===== src/rtl/fetch_queue_if.sv =====
`default_nettype none
// ============================================================================
// Module      : fetch_queue_if
// Description : Decode-side handshake bundle of the instruction fetch queue.
//               The master (fetch_queue) presents the head entry; the slave
//               (decode / CCG1) accepts it with out_ready.
//   out_valid  head entry valid                     (master -> slave)
//   out_ready  decode accepts the head entry        (slave  -> master)
//   out_instr  head 16-bit instruction word         (master -> slave)
//   out_pc     address of the head instruction      (master -> slave)
//   out_npc    out_pc + 1, modulo 256               (master -> slave)
// Revision    : 1.0  initial release
// ============================================================================
interface fetch_queue_if;
    logic        out_valid;
    logic        out_ready;
    logic [15:0] out_instr;
    logic [7:0]  out_pc;
    logic [7:0]  out_npc;

    modport master (
        output out_valid,
        output out_instr,
        output out_pc,
        output out_npc,
        input  out_ready
    );

    modport slave (
        input  out_valid,
        input  out_instr,
        input  out_pc,
        input  out_npc,
        output out_ready
    );
endinterface
`default_nettype wire


===== src/rtl/fetch_queue.sv =====
`default_nettype none
// ============================================================================
// Module      : fetch_queue
// Description : Instruction-fetch stage. Owns the fetch PC, drives the
//               combinational program memory, buffers {instr, pc} pairs in a
//               DEPTH-entry FIFO and hands them to decode over a valid/ready
//               handshake. A redirect (PC load) flushes the queue and restarts
//               fetch at redirect_addr after a one-cycle FLUSH state.
// Ports       :
//   clk            system clock, rising edge
//   rst_n          asynchronous active-low reset
//   en             fetch enable (0 holds the fetch PC, decode may still drain)
//   pm_addr        program memory address (= fetch PC)
//   pm_data        program memory word, combinational from pm_addr
//   redirect       PC load request, flushes the queue
//   redirect_addr  new fetch target
//   out_if         decode handshake (fetch_queue_if.master)
//   level          registered FIFO occupancy
//   redirect_cnt   (FETCH_QUEUE_PERF_EN only) saturating redirect-cycle count
//   stall_cnt      (FETCH_QUEUE_PERF_EN only) saturating count of cycles with
//                  out_ready=1 and out_valid=0
// Options     : define FETCH_QUEUE_PERF_EN to add the performance counters.
// Revision    : 1.0  initial release
// ============================================================================
module fetch_queue #(
    parameter int unsigned DEPTH    = 4,
    parameter logic [7:0]  RESET_PC = 8'h00
) (
    input  wire                      clk,
    input  wire                      rst_n,
    input  wire                      en,
    output logic [7:0]               pm_addr,
    input  wire  [15:0]              pm_data,
    input  wire                      redirect,
    input  wire  [7:0]               redirect_addr,
    fetch_queue_if.master            out_if,
    output logic [$clog2(DEPTH):0]   level
`ifdef FETCH_QUEUE_PERF_EN
    ,
    output logic [15:0]              redirect_cnt,
    output logic [15:0]              stall_cnt
`endif
);

    localparam int unsigned   AW      = $clog2(DEPTH);
    localparam int unsigned   CW      = $clog2(DEPTH) + 1;
    localparam logic [CW-1:0] C_DEPTH = CW'(DEPTH);

    typedef enum logic [1:0] {
        S_IDLE  = 2'd0,
        S_RUN   = 2'd1,
        S_FLUSH = 2'd2
    } state_t;

    state_t        state_q,  state_d;
    logic [7:0]    pc_q,     pc_d;
    logic [CW-1:0] count_q,  count_d;
    logic [AW-1:0] rd_ptr_q, rd_ptr_d;
    logic [AW-1:0] wr_ptr_q, wr_ptr_d;
    // Each entry holds {instruction word, its address}.
    logic [23:0]   mem_q [DEPTH];
    logic [23:0]   mem_d [DEPTH];

    logic          valid;
    logic          pop;
    logic          push;

    always_comb begin
        // FLUSH always sees an empty queue, but gating on the state keeps the
        // head invisible even if a flush and stale count ever coincide.
        valid = (count_q != '0) && (state_q != S_FLUSH);
        pop   = valid && out_if.out_ready;
        // A full queue can still accept a word when the head leaves this cycle.
        push  = (state_q == S_RUN) && en && !redirect
                && ((count_q != C_DEPTH) || pop);

        state_d  = state_q;
        pc_d     = pc_q;
        rd_ptr_d = rd_ptr_q;
        wr_ptr_d = wr_ptr_q;
        mem_d    = mem_q;
        count_d  = count_q + CW'(push) - CW'(pop);

        case (state_q)
            S_IDLE:  if (en) state_d = S_RUN;
            S_RUN:   if (!en) state_d = S_IDLE;
            S_FLUSH: state_d = en ? S_RUN : S_IDLE;
            default: state_d = S_IDLE;
        endcase

        if (push) begin
            mem_d[wr_ptr_q] = {pm_data, pc_q};
            wr_ptr_d        = wr_ptr_q + AW'(1);
            pc_d            = pc_q + 8'd1;
        end
        if (pop) begin
            rd_ptr_d = rd_ptr_q + AW'(1);
        end

        // Redirect overrides everything, including an entry popped this cycle
        // (decode has already taken it) and re-entry while already flushing.
        if (redirect) begin
            state_d  = S_FLUSH;
            pc_d     = redirect_addr;
            count_d  = '0;
            rd_ptr_d = '0;
            wr_ptr_d = '0;
        end
    end

    always_ff @(posedge clk or negedge rst_n) begin
        if (!rst_n) begin
            state_q  <= S_IDLE;
            pc_q     <= RESET_PC;
            count_q  <= '0;
            rd_ptr_q <= '0;
            wr_ptr_q <= '0;
            mem_q    <= '{default: '0};
        end else begin
            state_q  <= state_d;
            pc_q     <= pc_d;
            count_q  <= count_d;
            rd_ptr_q <= rd_ptr_d;
            wr_ptr_q <= wr_ptr_d;
            mem_q    <= mem_d;
        end
    end

    assign pm_addr = pc_q;
    assign level   = count_q;

    // Head fields read as zero whenever nothing is presented.
    assign out_if.out_valid = valid;
    assign out_if.out_instr = valid ? mem_q[rd_ptr_q][23:8] : 16'h0000;
    assign out_if.out_pc    = valid ? mem_q[rd_ptr_q][7:0] : 8'h00;
    assign out_if.out_npc   = valid ? (mem_q[rd_ptr_q][7:0] + 8'd1) : 8'h00;

`ifdef FETCH_QUEUE_PERF_EN
    logic [15:0] redirect_cnt_q, redirect_cnt_d;
    logic [15:0] stall_cnt_q,    stall_cnt_d;

    always_comb begin
        redirect_cnt_d = redirect_cnt_q;
        stall_cnt_d    = stall_cnt_q;
        if (redirect && (redirect_cnt_q != 16'hFFFF)) begin
            redirect_cnt_d = redirect_cnt_q + 16'd1;
        end
        if (out_if.out_ready && !valid && (stall_cnt_q != 16'hFFFF)) begin
            stall_cnt_d = stall_cnt_q + 16'd1;
        end
    end

    always_ff @(posedge clk or negedge rst_n) begin
        if (!rst_n) begin
            redirect_cnt_q <= '0;
            stall_cnt_q    <= '0;
        end else begin
            redirect_cnt_q <= redirect_cnt_d;
            stall_cnt_q    <= stall_cnt_d;
        end
    end

    assign redirect_cnt = redirect_cnt_q;
    assign stall_cnt    = stall_cnt_q;
`endif

endmodule
`default_nettype wire


===== src/flat_wrapper.sv =====
// flat-port wrapper written by rule: the top's interface ports become plain ports
module fetch_queue_flat 
#(
    parameter int unsigned DEPTH    = 4,
    parameter logic [7:0]  RESET_PC = 8'h00
)
  (clk, rst_n, en, pm_addr, pm_data, redirect, redirect_addr, level, out_if_out_valid, out_if_out_instr, out_if_out_pc, out_if_out_npc, out_if_out_ready);
  fetch_queue_if out_if_i ();
  input  wire clk;
  input  wire rst_n;
  input  wire en;
  output logic [7:0] pm_addr;
  input  wire  [15:0] pm_data;
  input  wire redirect;
  input  wire  [7:0] redirect_addr;
  output logic [$clog2(DEPTH):0] level;
  output wire logic [$bits(out_if_i.out_valid)-1:0] out_if_out_valid;
  output wire logic [$bits(out_if_i.out_instr)-1:0] out_if_out_instr;
  output wire logic [$bits(out_if_i.out_pc)-1:0] out_if_out_pc;
  output wire logic [$bits(out_if_i.out_npc)-1:0] out_if_out_npc;
  input wire logic [$bits(out_if_i.out_ready)-1:0] out_if_out_ready;
  assign out_if_out_valid = out_if_i.out_valid;
  assign out_if_out_instr = out_if_i.out_instr;
  assign out_if_out_pc = out_if_i.out_pc;
  assign out_if_out_npc = out_if_i.out_npc;
  assign out_if_i.out_ready = out_if_out_ready;
  fetch_queue #(.DEPTH(DEPTH), .RESET_PC(RESET_PC)) u_core (.clk(clk), .rst_n(rst_n), .en(en), .pm_addr(pm_addr), .pm_data(pm_data), .redirect(redirect), .redirect_addr(redirect_addr), .out_if(out_if_i), .level(level));
endmodule

===== config.mk =====
export PLATFORM = sky130hd
export DESIGN_NAME = fetch_queue_flat
export DESIGN_NICKNAME = d
export VERILOG_FILES = /design/src/rtl/fetch_queue_if.sv /design/src/rtl/fetch_queue.sv /design/src/flat_wrapper.sv
export SDC_FILE = /design/constraint.sdc
export NUM_CORES = 1
export LEC_CHECK = 0
export CORE_AREA = 2 2 146 91
export CTS_CLUSTER_DIAMETER = 30
export DETAILED_ROUTE_END_ITERATION = 16
export DIE_AREA = 0 0 148 93
export HOLD_SLACK_MARGIN = 0.06
export PLACE_DENSITY = 0.66
export SLEW_MARGIN = 30
export SYNTH_ARGS = -nofsm -noshare
export SYNTH_HDL_FRONTEND = slang
export SYNTH_SLANG_ARGS = --single-unit

===== constraint.sdc =====
create_clock -name clk -period 7.3 [get_ports clk]
set_clock_uncertainty 0.1 [all_clocks]
set_input_delay 0.73 -clock clk [delete_from_list [all_inputs] [get_ports clk]]
set_output_delay 0.73 -clock clk [all_outputs]
set_load 0.01 [all_outputs]

# ---- Yosys cells after proc, flatten, opt, wreduce, memory -nomap -nowiden
# Index checks and enable logic that the tools add are counted.
# Widths: inputs -> output; s select.
dict set report classes {
  add_sub_neg 6
  order_cmp 3
  n_eq_ne 6
  n_mux 21
  bitwise_logic 2
  n_reduce_logical 13
}
# op count
set ops {}
lappend ops {{$bwmux 96} 1}
lappend ops {{$mux 24} 3}
lappend ops {{$bmux 24 s2} 1}
lappend ops {{$demux 24 s2} 1}
lappend ops {{$mux 8} 4}
lappend ops {{$add 8x1->8 const B} 2}
lappend ops {{$mux 16} 1}
lappend ops {{$mux 2} 7}
lappend ops {{$ne 3x3->1 const B} 3}
lappend ops {{$ge 3x3->1 const B} 2}
lappend ops {{$logic_and 1x1->1} 6}
lappend ops {{$not 2->3} 2}
lappend ops {{$pmux 2 s3} 1}
lappend ops {{$add 2x1->2 const B} 2}
lappend ops {{$reduce_bool 2->1} 2}
lappend ops {{$add 3x1->3} 1}
lappend ops {{$lt 3x1->1 const B} 1}
lappend ops {{$mux 3} 1}
lappend ops {{$reduce_bool 3->1} 1}
lappend ops {{$sub 3x1->3} 1}
lappend ops {{$eq 2x1->1 const B} 1}
lappend ops {{$eq 2x2->1 const B} 1}
lappend ops {{$logic_not 2->1} 1}
lappend ops {{$ne 2x2->1 const B} 1}
lappend ops {{4 further kinds} 4}
dict set report word_totals {
  regBits 113
  input_bits 29
  out_inout_bits 44
}

# ---- Depth between registers and ports, before layout
# Gate-level depths: netlist (run 1).
dict set report logic_depth {
  word_depth 8
  depth_mapped 11
  depth_no_buf 10
}

# ---- Worst setup path before layout (run 1)
# No wires, ideal clock.
dict set report synth_timing {
  path_kind {register to output}
  from {register u_core.rd_ptr_q[0]}
  to {output port out_if_out_npc[7]}
  arrival_ns 1.878
  t_required_ns 6.470
  path_slack_ns 4.592
  path_stages_with_launch 6
  path_cell_list {dfrtp_1 -> buf_4 -> buf_2 -> mux4_2 -> or4_1 -> nand2_1}
}
dict set report synth_between {
  elab_chain_cells 6
}
# item line_no
set synth_rtl {}
lappend synth_rtl {{start: declaration} fetch_queue.sv:58} ;# logic [AW-1:0] rd_ptr_q, rd_ptr_d;
lappend synth_rtl {{start signal: assignment} fetch_queue.sv:123} ;# rd_ptr_q <= rd_ptr_d;
lappend synth_rtl {{$not 2->3 (not written as such)} fetch_queue.sv:136} ;# assign out_if.out_npc = valid ? (mem_q[rd_ptr_q][7:0] + 8'd1) : 8'h00;
lappend synth_rtl {{$bmux 24 s2} fetch_queue.sv:136}
lappend synth_rtl {{$mux 24 (2 in a row)} n/a}
lappend synth_rtl {{$add 8x1->8} fetch_queue.sv:136}
lappend synth_rtl {{$mux 8} fetch_queue.sv:136}
lappend synth_rtl {{end: declaration} flat_wrapper.sv:20} ;# output wire logic [$bits(out_if_i.out_npc)-1:0] out_if_out_npc;
# No other way between the ends. The select of a mux whose other input is x is not followed.

# ---- Worst setup path in the final report (run 1)
dict set report layout_timing {
  from {register u_core.rd_ptr_q[1]}
  to {output port out_if_out_npc[6]}
}
# Same word-level chain as after synthesis.

==> results.txt, run 1 <==
----------------------------------------------------
[Yosys]
  Post-synthesis cell area ... 0.00545 mm^2
  Proportion of synthesized chip area in sequential cells ... 51.9%
  Predominant post-synthesis flop cell ... sky130_fd_sc_hd__dfrtp_1
  Count of flip-flops with a built-in enable after synthesis ... 0
  Synthesized netlist net count ... 426
  Number of unique standard cell types used by synthesis ... 43
  Register bit total from synthesis ... 113
  Average size of a mapped cell ... 14.1 um^2
  Post-Syn Instances ... 388
  Fraction of registers with async set or reset after synthesis ... 100%
  Yosys warning total ... 0

[Timing]
  Top achievable clock speed ... 0.255 GHz
  Final Critical Period ... 3.93 ns
  Final hold viol count ... 0
  Setup repair after global routing missed its margin ... no
  Final clock period utilization by the worst path ... 53.8%
  Transition time at the pin with the least slew margin ... 0.810 ns
  Final sum of negative setup slack ... 0 ns
  Number of setup violations in the final report ... 0
  Final Worst Setup Slack ... 3.37 ns
  Max-slew headroom at the worst pin ... 46.0%
  Final Max Tran Viols ... 0

[Setup path]
  Required time of the critical path ... 6.47 ns
  Type of the worst setup path ... reg2out
  Signal arrival time at the worst endpoint ... 3.10 ns
  Chain of cells forming the critical path ... buf_4 -> mux4_2 -> ha_1 -> inv_1 -> or4_1 -> nand2_1 -> clkdlybuf4s50_1
  Endpoint type of the worst setup path ... output port
  Worst Reg2Reg Path Length in Cells ... 6
  Launching point of the worst reg2reg path ... u_core.level[1]$_DFF_PN0_
  Maximum fanout encountered on the critical timing path ... 20
  Setup slack, reg-to-reg ... 4.52 ns
  Launching element type of the critical path ... register
  Max incr delay on CP ... 0.53 ns
  Worst-path cell with the longest stage delay ... sky130_fd_sc_hd__clkdlybuf4s50_1
  Critical Path Start ... u_core.rd_ptr_q[1]$_DFFE_PN0P_
  Worst flop-to-flop path endpoint ... u_core.mem_q[55]$_DFFE_PN0P_

[Finish]
  Count of fill cells added during filler insertion ... 1,036
  Post-Route Utilization ... 54.8%
  Count of antenna diodes in the layout ... 0
  Final #Nets ... 495
  Layout overhead on the synthesized area ... 25.6%
  Share of post-route cells with drive strength above 1 ... 35.2%
  Multi-input logic area ... 0.00244 mm^2
  Reg area ... 0.00283 mm^2

[CTS]
  Buffer cell driving the clock tree root ... sky130_fd_sc_hd__clkbuf_16
  Clock Sinks ... 113
  Worst-case clock buffer depth ... 2
  Number of clock buffers inserted by TritonCTS ... 17
  # resized after CTS ... 0
  Clk_lat worst skew ... 0.40 ns
  Clock-pin slew on the worst setup and hold paths ... 0.05 ns
  Hold-fix buffers, CTS ... 0
  Post CTS Setup Buffer Count ... 0
  CTS tree ... yes
  Depth of the CTS H-tree ... 4

[Global route]
  Number of global-route vias before repair ... 3,633
  GRT Resource Usage Total ... 19.0%
  Antenna violations before repair ... 1
  Pin count of the biggest net entering global routing ... 66
  Residual overflow from global routing ... 0
  Global-route wire length before repair ... 19.7 mm

[Drt]
  Remaining design rule violation count ... 0
  Average wire length per cell after detail routing ... 19.2 um
  Final antenna-violating net count ... 0
  Iteration-0 DRC Markers ... 207
  Vias post-DR ... 3,563
  Length of the first detailed-routing pass in iterations ... 5
  Post-detailed-route via-to-cell ratio ... 5.58
  Routed WL ... 12.3 mm

[Power]
  Worst ir drop on vdd ... 0.191 mV
  Leakage component of the power ... 3.21 nW
  Power per unit of standard cell area ... 293 mW/mm^2
  Power consumption ... 2.01 mW

[Placed design]
  Detail Placement HPWL ... 7.95 mm
  Weighted congestion reported at the end of routability-driven placement ... 0.824
  Number of buffers inserted by port buffering ... 72
  Pre-CTS worst setup slack ... 3.55 ns

[Floorplan]
  Count of boundary I/O pins ... 73
  Area of the die ... 0.0138 mm^2
  Core ar. ... 0.0125 mm^2
  Number of rows created at floorplan ... 32
  Overall die height ... 93 um
  Initial cell density of the core ... 43.6%
  Die X-Extent ... 148 um

[Outcome]
  Status ... complete, no violations

[Run]
  Max-cap viol count ... 0

[Min path]
  Path category of the worst min-delay check ... in2async

----------------------------------------------------
-- logic make-up after synthesis --
| family | after synthesis | synth area share [%] |
|---|---|---|
| buffers and inverters | 37 | 3.44 |
| xor gates and xnor gates | 7 | 1.12 |
| DFF | 113 | 51.9 |
| AOI/OAI and AO/OA | 19 | 2.69 |
| muxes | 124 | 30.6 |
| and+or+nand+nor | 79 | 8.08 |
| adders and majority gates | 9 | 2.20 |
-- through the flow --
step                cell area (um^2)  cells  hold slack (ns)
floorplan                       5450    388            0.334
finish                          6850    639            0.248
detailed placement              6270    608            0.388
CTS                             6850    639            0.258
global route                    6850    639            0.287
global placement                6270    608            0.382
-- flip-flops by register name, summed over array words and instances, names as in the netlist --
register and cells:
u_core.mem_q 96, u_core.pm_addr 8, u_core.state_q 2, u_core.level 3, u_core.wr_ptr_q 2, u_core.rd_ptr_q 2
-- worst max-delay path by stage --
stage / slack [ns] / to / depth (start not counted)
after floorplan: 4.59 / out_if_out_npc[7] / 5
after global placement: 3.60 / out_if_out_npc[6] / 6
after detailed placement: 3.55 / out_if_out_npc[6] / 6
after CTS: 3.12 / out_if_out_npc[6] / 6
after global routing: 3.24 / out_if_out_npc[6] / 6
final: 3.37 / out_if_out_npc[6] / 7
-- cell usage after synthesis, types with 4 or more instances --
master,number,area share (%)
sky130_fd_sc_hd__and3_1,29,3.3
sky130_fd_sc_hd__buf_4,10,1.4
sky130_fd_sc_hd__clkbuf_1,11,0.76
sky130_fd_sc_hd__dfrtp_1,113,52
sky130_fd_sc_hd__ha_1,8,1.8
sky130_fd_sc_hd__inv_1,9,0.62
sky130_fd_sc_hd__mux2_2,97,20
sky130_fd_sc_hd__mux4_2,24,9.9
sky130_fd_sc_hd__nand2_1,16,1.1
sky130_fd_sc_hd__nand3_1,7,0.64
sky130_fd_sc_hd__nor2_1,8,0.55
sky130_fd_sc_hd__o21ai_0,4,0.37
sky130_fd_sc_hd__xor2_1,4,0.64
-- worst max-delay path: cells and delay by family (launching register included) --
kind                     cells  cell delay [ns]
buffers and inverters        3             0.97
flip-flops                   1             0.51
adder cells (fa/ha/maj)      1             0.24
multiplexers                 1             0.34
AND/OR/NAND/NOR              2             0.61
-- layout by cell type, fill, tap and decap left out, types with 4 or more instances in the layout --
cell	instances
sky130_fd_sc_hd__nor2_1	8
sky130_fd_sc_hd__xor2_1	4
sky130_fd_sc_hd__clkbuf_1	4
sky130_fd_sc_hd__dfrtp_1	112
sky130_fd_sc_hd__o21ai_0	4
sky130_fd_sc_hd__inv_1	9
sky130_fd_sc_hd__and3_1	29
sky130_fd_sc_hd__clkinv_2	4
sky130_fd_sc_hd__nand3_1	7
sky130_fd_sc_hd__nand2_1	16
sky130_fd_sc_hd__clkdlybuf4s50_1	71
sky130_fd_sc_hd__clkbuf_8	4
sky130_fd_sc_hd__ha_1	8
sky130_fd_sc_hd__clkbuf_16	17
sky130_fd_sc_hd__mux2_2	97
sky130_fd_sc_hd__buf_4	6
sky130_fd_sc_hd__mux4_2	24
-- report_power, final --
| group | switching, mW | internal (mW) |
|---|---|---|
| logic | 0.196 | 0.256 |
| clock network | 0.266 | 0.533 |
| registers | 0.0683 | 0.689 |
-- metal layers --
layer / track usage (%) / wire length [um]
met1: 27.7 / 5980
met4: 6.19 / 110
met2: 28.0 / 5460
met5: 0 / 0
met3: 4.83 / 726
-- cell type report --
cell class	instances	area share, %
Clock buffer	25	7.23
Clock inverter	6	1.17
Inverter	10	0.548
Multi-Input combinational cell	238	35.6
Sequential cell	113	41.3
Tap cell	170	3.11
Timing Repair Buffer	77	11.0
Power figures use the tool's default switching activity.
==> inputs of run 2 (changes only) <==
==> constraint.sdc (replaced) <==
create_clock -name clk -period 4 [get_ports clk]
set_clock_uncertainty 0.1 [all_clocks]
set_input_delay 0.4 -clock clk [delete_from_list [all_inputs] [get_ports clk]]
set_output_delay 0.4 -clock clk [all_outputs]
set_load 0.01 [all_outputs]
==> results.txt, run 2 (synthesized netlist as in run 1, its figures left out) <==
----------------------------------------------------
[Drt]
  Final antenna-violating net count ... 0
  Length of the first detailed-routing pass in iterations ... 4
  Average wire length per cell after detail routing ... 19.2 um
  Routed WL ... 12.4 mm
  Post-detailed-route via-to-cell ratio ... 5.45
  Iteration-0 DRC Markers ... 177
  Vias post-DR ... 3,515
  Remaining design rule violation count ... 0

[Floorplan]
  Core ar. ... 0.0125 mm^2
  Overall die height ... 93 um
  Initial cell density of the core ... 43.6%
  Die X-Extent ... 148 um
  Number of rows created at floorplan ... 32
  Count of boundary I/O pins ... 73
  Area of the die ... 0.0138 mm^2

[CTS]
  Number of clock buffers inserted by TritonCTS ... 17
  Clk_lat worst skew ... 0.40 ns
  Post CTS Setup Buffer Count ... 0
  CTS tree ... yes
  # resized after CTS ... 0
  Worst-case clock buffer depth ... 2
  Depth of the CTS H-tree ... 4
  Hold-fix buffers, CTS ... 1
  Buffer cell driving the clock tree root ... sky130_fd_sc_hd__clkbuf_16
  Clock-pin slew on the worst setup and hold paths ... 0.05 ns
  Clock Sinks ... 113

[Power]
  Power per unit of standard cell area ... 540 mW/mm^2
  Worst ir drop on vdd ... 0.395 mV
  Power consumption ... 3.73 mW
  Leakage component of the power ... 3.25 nW

[Setup path]
  Endpoint type of the worst setup path ... output port
  Worst Reg2Reg Path Length in Cells ... 11
  Launching element type of the critical path ... register
  Required time of the critical path ... 3.50 ns
  Maximum fanout encountered on the critical timing path ... 18
  Signal arrival time at the worst endpoint ... 2.98 ns
  Type of the worst setup path ... reg2out

[Finish]
  Multi-input logic area ... 0.00244 mm^2
  Post-Route Utilization ... 55.4%
  Reg with most FFs ... u_core.mem_q
  Share of post-route cells with drive strength above 1 ... 36.2%
  Leading cell type in the layout, fill and taps excluded ... sky130_fd_sc_hd__dfrtp_1
  Layout overhead on the synthesized area ... 26.9%
  Largest register FFs ... 96
  Count of antenna diodes in the layout ... 0
  Reg area ... 0.00283 mm^2
  Count of fill cells added during filler insertion ... 1,001
  Most used cells in the layout excluding fill and tap cells ... 112 x sky130_fd_sc_hd__dfrtp_1, 97 x sky130_fd_sc_hd__mux2_2, 71 x sky130_fd_sc_hd__clkdlybuf4s50_1
  Final #Nets ... 500

[Timing]
  Top achievable clock speed ... 0.287 GHz
  Final Critical Period ... 3.48 ns
  Final sum of negative setup slack ... 0 ns
  Max-slew headroom at the worst pin ... 49.1%
  Setup repair after global routing missed its margin ... no
  Final Max Tran Viols ... 0
  Transition time at the pin with the least slew margin ... 0.761 ns
  Final hold viol count ... 0
  Number of setup violations in the final report ... 0
  Final clock period utilization by the worst path ... 87.1%

[Global route]
  Number of global-route vias before repair ... 3,678
  Antenna violations before repair ... 0
  Global-route wire length before repair ... 20.2 mm
  Residual overflow from global routing ... 0
  GRT Resource Usage Total ... 19.6%
  Pin count of the biggest net entering global routing ... 49

[Min path]
  Path category of the worst min-delay check ... reg2reg
  Hold Path Depth ... 1

[Run]
  Max-cap viol count ... 0

[Placed design]
  Detail Placement HPWL ... 8.14 mm
  Weighted congestion reported at the end of routability-driven placement ... 0.791
  Number of buffers inserted by port buffering ... 72

[Outcome]
  Status ... complete, no violations

----------------------------------------------------
-- run 2: routing by layer --
layer  part of all wire, %  track usage (%)  up-vias
met5                     0                0        -
met1                    51             29.0     1835
li1                      -                -     1592
met4                   1.3             6.11        0
met2                    44             28.2       75
met3                   3.9             5.27       13
-- run 2: final timing paths --
check | startpoint | end | slack (ns)
max | u_core.rd_ptr_q[0]$_DFFE_PN0P_ | out_if_out_npc[6] | 0.52
min | u_core.mem_q[42]$_DFFE_PN0P_ | u_core.mem_q[42]$_DFFE_PN0P_ | 0.40
max reg2reg | u_core.level[1]$_DFF_PN0_ | u_core.level[2]$_DFF_PN0_ | 1.25
min reg2reg | u_core.mem_q[42]$_DFFE_PN0P_ | u_core.mem_q[42]$_DFFE_PN0P_ | 0.40
max in group asynchronous | rst_n | u_core.mem_q[16]$_DFFE_PN0P_ | 2.33
min in group asynchronous | rst_n | u_core.mem_q[79]$_DFFE_PN0P_ | 0.44
-- run 2: layout make-up --
cell class	count	area share (%)
clock buffer	22	6.85
clock inverter	10	1.92
inverter	10	0.543
multi-input combinational	238	35.2
sequential	113	40.9
tap	170	3.07
timing repair buffer	82	11.5
-- run 2: power by group --
group | switching, mW | internal, mW
Sequential | 0.110 | 1.26
Combinational | 0.368 | 0.471
Clock | 0.502 | 1.02
-- run 2: worst max-delay path: stages, from the launching register on --
cell and delay [ns]:
sky130_fd_sc_hd__dfrtp_2 0.75, sky130_fd_sc_hd__mux4_2 0.41, sky130_fd_sc_hd__ha_1 0.23, sky130_fd_sc_hd__inv_1 0.06
sky130_fd_sc_hd__or4_1 0.51, sky130_fd_sc_hd__nand2_1 0.09, sky130_fd_sc_hd__clkdlybuf4s50_1 0.53
-- run 2: per-stage QoR --
stage | hold slack [ns] | instance area, um^2 | setup WS, ns | std cells
after floorplan | 0.00441 | 5450 | 1.43 | 388
after global placement | 0.323 | 6300 | 0.924 | 612
after detailed placement | 0.333 | 6300 | 0.883 | 612
after CTS | 0.399 | 6920 | 0.446 | 645
after global routing | 0.403 | 6920 | 0.345 | 645
final | 0.397 | 6920 | 0.517 | 645
